===== src/rtl/nes_attr_reader_if.sv =====
// Purpose : request/result/ROM bundle between the background renderer and nes_attr_reader.
// Latency : n/a (wires only).
// Backpressure: busy tells the requester that a req will be ignored.
// Ports   : req/tile_col/tile_row/inval  renderer -> reader
//           busy/valid/pal_sel           reader   -> renderer
//           rom_addr                     reader   -> attribute ROM
//           rom_dout                     attribute ROM -> reader
interface nes_attr_reader_if #(
  parameter int AW = 7,
  parameter int DW = 8
);
  logic          req;
  logic [4:0]    tile_col;
  logic [4:0]    tile_row;
  logic          inval;
  logic          busy;
  logic          valid;
  logic [1:0]    pal_sel;
  logic [AW-1:0] rom_addr;
  logic [DW-1:0] rom_dout;

  // slave: the reader itself
  modport slave (
    input  req, tile_col, tile_row, inval, rom_dout,
    output busy, valid, pal_sel, rom_addr
  );

  // master: renderer plus ROM environment
  modport master (
    output req, tile_col, tile_row, inval, rom_dout,
    input  busy, valid, pal_sel, rom_addr
  );
endinterface


===== src/rtl/nes_attr_reader.sv =====
// Purpose : fetch an NES attribute byte for a tile and return its 2-bit palette select.
// Latency : 1 cycle on a cache hit, ROM_LAT+2 cycles on a miss.
// Backpressure: req is ignored (not queued) while busy=1; requester re-issues.
// Ports   : clk, rst (sync, active-low); bus = nes_attr_reader_if.slave
//           (req/tile_col/tile_row/inval in, busy/valid/pal_sel/rom_addr out, rom_dout in).
module nes_attr_reader #(
  parameter int AW       = 7,
  parameter int DW       = 8,
  parameter int ROM_LAT  = 1,
  parameter int CACHE_EN = 1
) (
  input  logic             clk,
  input  logic             rst,
  nes_attr_reader_if.slave bus
);

  // Wait counter only has to hold ROM_LAT-1 (0..2).
  localparam int            CW       = (ROM_LAT > 2) ? 2 : 1;
  localparam logic [CW-1:0] CNT_INIT = CW'(ROM_LAT - 1);

  localparam logic [1:0] S_IDLE = 2'd0;
  localparam logic [1:0] S_WAIT = 2'd1;
  localparam logic [1:0] S_CAPT = 2'd2;

  logic [1:0]    state_q, state_d;
  logic [CW-1:0] cnt_q, cnt_d;
  logic          busy_q, busy_d;
  logic          valid_q, valid_d;
  logic [1:0]    pal_q, pal_d;
  logic [5:0]    addr_q, addr_d;
  logic [1:0]    quad_q, quad_d;
  logic          poison_q, poison_d;   // inval seen while this fetch was in flight
  logic          cache_v_q, cache_v_d;
  logic [5:0]    cache_a_q, cache_a_d;
  logic [DW-1:0] cache_d_q, cache_d_d;

  // One attribute byte covers a 4x4-tile block; bit 1 of row/col picks the 2x2 quadrant.
  logic [5:0] req_a;
  logic [1:0] req_q;
  logic       hit;
  logic [1:0] cache_pal;
  logic [1:0] rom_pal;

  assign req_a     = {bus.tile_row[4:2], bus.tile_col[4:2]};
  assign req_q     = {bus.tile_row[1], bus.tile_col[1]};
  assign hit       = (CACHE_EN != 0) && cache_v_q && (cache_a_q == req_a) && !bus.inval;
  assign cache_pal = cache_d_q[{req_q, 1'b0} +: 2];
  assign rom_pal   = bus.rom_dout[{quad_q, 1'b0} +: 2];

  // Tile-within-quadrant bits do not affect the attribute lookup.
  logic unused_lsb;
  assign unused_lsb = ^{bus.tile_row[0], bus.tile_col[0]};

  always_comb begin
    state_d   = state_q;
    cnt_d     = cnt_q;
    busy_d    = busy_q;
    valid_d   = 1'b0;
    pal_d     = pal_q;
    addr_d    = addr_q;
    quad_d    = quad_q;
    poison_d  = poison_q;
    cache_v_d = cache_v_q;
    cache_a_d = cache_a_q;
    cache_d_d = cache_d_q;

    case (state_q)
      S_IDLE: begin
        if (bus.req) begin
          if (hit) begin
            valid_d = 1'b1;
            pal_d   = cache_pal;
          end else begin
            // An inval that forced this miss predates the ROM read, so it
            // does not stop the returned byte from being cached.
            addr_d   = req_a;
            quad_d   = req_q;
            busy_d   = 1'b1;
            cnt_d    = CNT_INIT;
            poison_d = 1'b0;
            state_d  = S_WAIT;
          end
        end
      end
      S_WAIT: begin
        if (bus.inval) poison_d = 1'b1;
        if (cnt_q == '0) state_d = S_CAPT;
        else             cnt_d   = cnt_q - CW'(1);
      end
      S_CAPT: begin
        pal_d   = rom_pal;
        valid_d = 1'b1;
        busy_d  = 1'b0;
        state_d = S_IDLE;
        if ((CACHE_EN != 0) && !poison_q && !bus.inval) begin
          cache_v_d = 1'b1;
          cache_a_d = addr_q;
          cache_d_d = bus.rom_dout;
        end
      end
      default: begin
        state_d = S_IDLE;
        busy_d  = 1'b0;
      end
    endcase

    // Flush wins over any fill in the same cycle.
    if (bus.inval)      cache_v_d = 1'b0;
    if (CACHE_EN == 0)  cache_v_d = 1'b0;
  end

  always_ff @(posedge clk) begin
    if (!rst) begin
      state_q   <= S_IDLE;
      cnt_q     <= '0;
      busy_q    <= 1'b0;
      valid_q   <= 1'b0;
      pal_q     <= 2'b00;
      addr_q    <= '0;
      quad_q    <= 2'b00;
      poison_q  <= 1'b0;
      cache_v_q <= 1'b0;
      cache_a_q <= '0;
      cache_d_q <= '0;
    end else begin
      state_q   <= state_d;
      cnt_q     <= cnt_d;
      busy_q    <= busy_d;
      valid_q   <= valid_d;
      pal_q     <= pal_d;
      addr_q    <= addr_d;
      quad_q    <= quad_d;
      poison_q  <= poison_d;
      cache_v_q <= cache_v_d;
      cache_a_q <= cache_a_d;
      cache_d_q <= cache_d_d;
    end
  end

  assign bus.busy     = busy_q;
  assign bus.valid    = valid_q;
  assign bus.pal_sel  = pal_q;
  assign bus.rom_addr = AW'(addr_q);

endmodule


===== src/flat_wrapper.sv =====
// flat-port wrapper written by rule: the top's interface ports become plain ports
module nes_attr_reader_flat 
#(
  parameter int AW       = 7,
  parameter int DW       = 8,
  parameter int ROM_LAT  = 1,
  parameter int CACHE_EN = 1
)
  (clk, rst, bus_req, bus_tile_col, bus_tile_row, bus_inval, bus_rom_dout, bus_busy, bus_valid, bus_pal_sel, bus_rom_addr);
  nes_attr_reader_if #(.AW(AW), .DW(DW)) bus_i ();
  input  logic clk;
  input  logic rst;
  input wire logic [$bits(bus_i.req)-1:0] bus_req;
  input wire logic [$bits(bus_i.tile_col)-1:0] bus_tile_col;
  input wire logic [$bits(bus_i.tile_row)-1:0] bus_tile_row;
  input wire logic [$bits(bus_i.inval)-1:0] bus_inval;
  input wire logic [$bits(bus_i.rom_dout)-1:0] bus_rom_dout;
  output wire logic [$bits(bus_i.busy)-1:0] bus_busy;
  output wire logic [$bits(bus_i.valid)-1:0] bus_valid;
  output wire logic [$bits(bus_i.pal_sel)-1:0] bus_pal_sel;
  output wire logic [$bits(bus_i.rom_addr)-1:0] bus_rom_addr;
  assign bus_i.req = bus_req;
  assign bus_i.tile_col = bus_tile_col;
  assign bus_i.tile_row = bus_tile_row;
  assign bus_i.inval = bus_inval;
  assign bus_i.rom_dout = bus_rom_dout;
  assign bus_busy = bus_i.busy;
  assign bus_valid = bus_i.valid;
  assign bus_pal_sel = bus_i.pal_sel;
  assign bus_rom_addr = bus_i.rom_addr;
  nes_attr_reader #(.AW(AW), .DW(DW), .ROM_LAT(ROM_LAT), .CACHE_EN(CACHE_EN)) u_core (.clk(clk), .rst(rst), .bus(bus_i));
endmodule

===== config.mk =====
export PLATFORM = sky130hd
export DESIGN_NAME = nes_attr_reader_flat
export DESIGN_NICKNAME = d
export VERILOG_FILES = /design/src/rtl/nes_attr_reader_if.sv /design/src/rtl/nes_attr_reader.sv /design/src/flat_wrapper.sv
export SDC_FILE = /design/constraint.sdc
export NUM_CORES = 1
export LEC_CHECK = 0
export ABC_AREA = 1
export BUFFER_PORTS_ARGS = -buffer_cell sky130_fd_sc_hd__buf_2
export CORE_ASPECT_RATIO = 1.25
export CORE_MARGIN = 4
export CORE_UTILIZATION = 40
export DETAILED_ROUTE_END_ITERATION = 8
export GPL_TIMING_DRIVEN = 0
export PLACE_DENSITY = 0.64
export SLEW_MARGIN = 20
export SYNTH_ARGS = -nofsm -noshare
export SYNTH_HDL_FRONTEND = slang
export SYNTH_SLANG_ARGS = --single-unit

===== constraint.sdc =====
create_clock -name clk -period 1.42 [get_ports clk]
set_input_delay 0.071 -clock clk [delete_from_list [all_inputs] [get_ports clk]]
set_output_delay 0.071 -clock clk [all_outputs]
set_load 0.005 [all_outputs]

==> results.toml <==
[cells_and_area]
drive_gt1_frac = 0.244
layoutNonFillerInstCount = 293
postLayoutCoreUtil = 0.515
fill_cells = 356
synthToLayoutAreaGrowth_pct = 25.1
final_nets = 275
antenna_cells = 0

[clock_network]
cts.clk_slew.worst_paths_ps = 60
cts_tree = "built"
cts_buffer_depth = 2
clock_sinks = 30
cts_made_buffers = 5
cts_root_buf = "clkbuf_8"
htreeDepth = 2
clk_latency_ps = 280
cts_hold_buf = 0

[worst_setup_path]
reg2reg_slack_ps = 90
ff2ff_path_depth = 5
critPathKind = "reg2reg"
critPathRequiredTime_ps = 1580
cp_data_arrival_time_ps = 1500
r2r_start = "u_core.state_q[0]$_SDFFE_PN0P_"
cp-end-kind = "register"
worst-path-max-fanout = 10
r2r_end = "u_core.cache_a_q[4]$_SDFFE_PN0P_"
start_kind = "register"

[timing]
slew_violations = 0
whs_ps = 26.0
fmax_ghz = 0.750
finalCriticalPeriod_ps = 1330
rsz0062_at_grt = "yes"
timing.final.crit_share = 0.939
clock_skew_ps = 3.38
fin_setup_tns_ps = 0
worst_slack_ps = 86.3
setup_viol = 0
report.final.hold_viol_count = 0

[global_route]
grt_pass1_wl_um = 5520
gr-total-overflow = 0
grt_pass1_vias = 1216
antenna_found_initial = 0
grt_max_degree = 11
grt.total_usage = 0.166

[yosys]
syn_inst = 213
synthTopCellsByArea = "dfxtp_1 (42%), nand2_1 (13%), nor2_1 (9.7%)"
synth_fp_nets = 235
ys_seq_elements = 30
yosysTopAreaCell = "dfxtp_1"
ys_seq_area_frac = 0.419
synth_top_area_share = 0.419
yosysWarnings = 0
syn_area_um2 = 1430
synth_area_per_cell_um2 = 6.73
ys_types = 23

[placement]
gp_congestion = 0.851
hpwl_um = 2370
placed_cells = 279
io_buffers = 27
post-place-ws_ps = 84.6

[floorplan]
die-area_um2 = 4610
initial_core_util = 0.412
rows = 24
ios = 33
coreArea_um2 = 3480
die_w_um = 61.6
die_y_um = 74.9

[pwr]
ir_drop_v = 0.000948
p_leak_uw = 0.000933
p_per_area_nw_per_um2 = 1180

[hold_path]
worstHoldStart = "bus_tile_col[3]"
worstHoldEndpoint = "u_core.addr_q[1]$_SDFFE_PN0P_"
hold_class = "in2reg"
whs_path_depth = 3

[detailed_routing]
drt-initial-drc-count = 41
via_per_inst = 4.68
routedWlPerCell_um = 11.4
drtPass1Iterations = 4
drc = 0
vias = 1372
wirelength_um = 3340
ant_nets = 0

[run]
drv_cap = 0

[run_status]
status = "complete, no violations"
==> metal layers <==
layer	wire, µm	vias to the layer above	part of all wire	global-route usage
li1	-	736	-	-
met1	1410	600	0.42	0.197
met2	1680	28	0.50	0.267
met3	179	8	0.054	0.0532
met4	68	0	0.020	0.0825
met5	0	-	0	0
==> layout make-up <==
cell class                      count  area (µm²)  share of cell area
Tap cell                           39        48.8              0.0272
Clock buffer                        7        86.3              0.0481
Clock inverter                      1        5.00             0.00279
Sequential cell                    30         606               0.338
Buffer                              8        71.3              0.0397
Multi-Input combinational cell    141         648               0.361
Timing Repair Buffer               33         201               0.112
Inverter                           34         128              0.0711
==> registers in the layout, summed over array words and instances (netlist names) <==
name                count
u_core.bus.valid        1
u_core.cache_d_q        8
u_core.bus.pal_sel      2
u_core.cache_a_q        6
u_core.bus.busy         1
u_core.addr_q           6
u_core.quad_q           2
u_core.cache_v_q        1
u_core.poison_q         1
u_core.state_q          2
==> cell families (layout without fill, tap and decap cells) <==
kind of cell,Yosys count,after routing,synth area share
buf+inv,42,83,0.134
flops,30,30,0.419
simple gates,103,103,0.308
other cells,1,1,0.00262
compound gates,37,37,0.136
==> layout by cell type, fill, tap and decap left out <==
master	count
dfxtp_1	26
clkinv_2	1
nand2_1	48
inv_1	31
nor2_2	4
nand4_1	1
buf_8	1
nor3_1	2
nand3_4	1
nand2_2	1
nand3_1	10
inv_2	3
nand3_2	1
o21ai_1	1
conb_1	1
buf_6	2
dfxtp_2	4
a21oi_1	16
o21ai_0	16
clkbuf_8	7
nor2_1	34
o211ai_1	4
buf_2	28
nor3_4	1
clkbuf_16	1
buf_4	7
clkbuf_1	2
==> per-stage QoR <==
step | total power (µW) | area (µm²)
finish | 2120 | 1790
global route | 2260 | 1790
CTS | 2100 | 1710
detailed placement | 1380 | 1620
global placement | 1380 | 1620
floorplan | 1250 | 1430
==> cell usage after synthesis <==
cell,number
dfxtp_1,30
clkbuf_8,1
nand3_1,10
nor2_2,1
buf_8,1
nand4_1,1
clkbuf_1,1
clkbuf_2,1
nand2_1,48
inv_2,2
a21oi_1,16
buf_4,3
conb_1,1
o211ai_1,4
nor2_1,37
nand2_2,1
buf_2,1
o21ai_0,17
nand3_4,1
inv_1,32
nand3_2,1
nor3_1,2
nor3_4,1
==> worst max-delay path, stage by stage (launching register included) <==
cell and delay [ps]:
dfxtp_1 350, inv_2 80, nand2_2 90, nor3_4 290
buf_2 300, a21oi_1 100
==> worst max-delay path by stage <==
stage               cells past startpoint                             start  slack [ps]                                to
floorplan                              10  u_core.cache_a_q[5]$_SDFFE_PN0P_         270     u_core.addr_q[2]$_SDFFE_PN0P_
global placement                       10  u_core.cache_a_q[5]$_SDFFE_PN0P_          90     u_core.addr_q[2]$_SDFFE_PN0P_
detailed placement                     10  u_core.cache_a_q[4]$_SDFFE_PN0P_          80     u_core.addr_q[2]$_SDFFE_PN0P_
CTS                                    10  u_core.cache_a_q[4]$_SDFFE_PN0P_          70     u_core.addr_q[2]$_SDFFE_PN0P_
global route                            9  u_core.cache_a_q[4]$_SDFFE_PN0P_         -20     u_core.quad_q[0]$_SDFFE_PN0P_
finish                                  5    u_core.state_q[0]$_SDFFE_PN0P_          90  u_core.cache_a_q[4]$_SDFFE_PN0P_
==> repair_timing <==
item,in CTS,in global routing
resized for setup,0,14
setup buffers,0,5
setup endpoints to repair,0,22
==> where the power goes <==
| part | leakage, µW | total, µW | internal, µW | switching, µW |
|---|---|---|---|---|
| registers | 0.000247 | 960 | 918 | 41.6 |
| logic | 0.000638 | 443 | 196 | 248 |
| clock network | 0.0000482 | 713 | 390 | 323 |
| total | 0.000933 | 2120 | 1500 | 612 |
(Power assumes the default switching activity.)
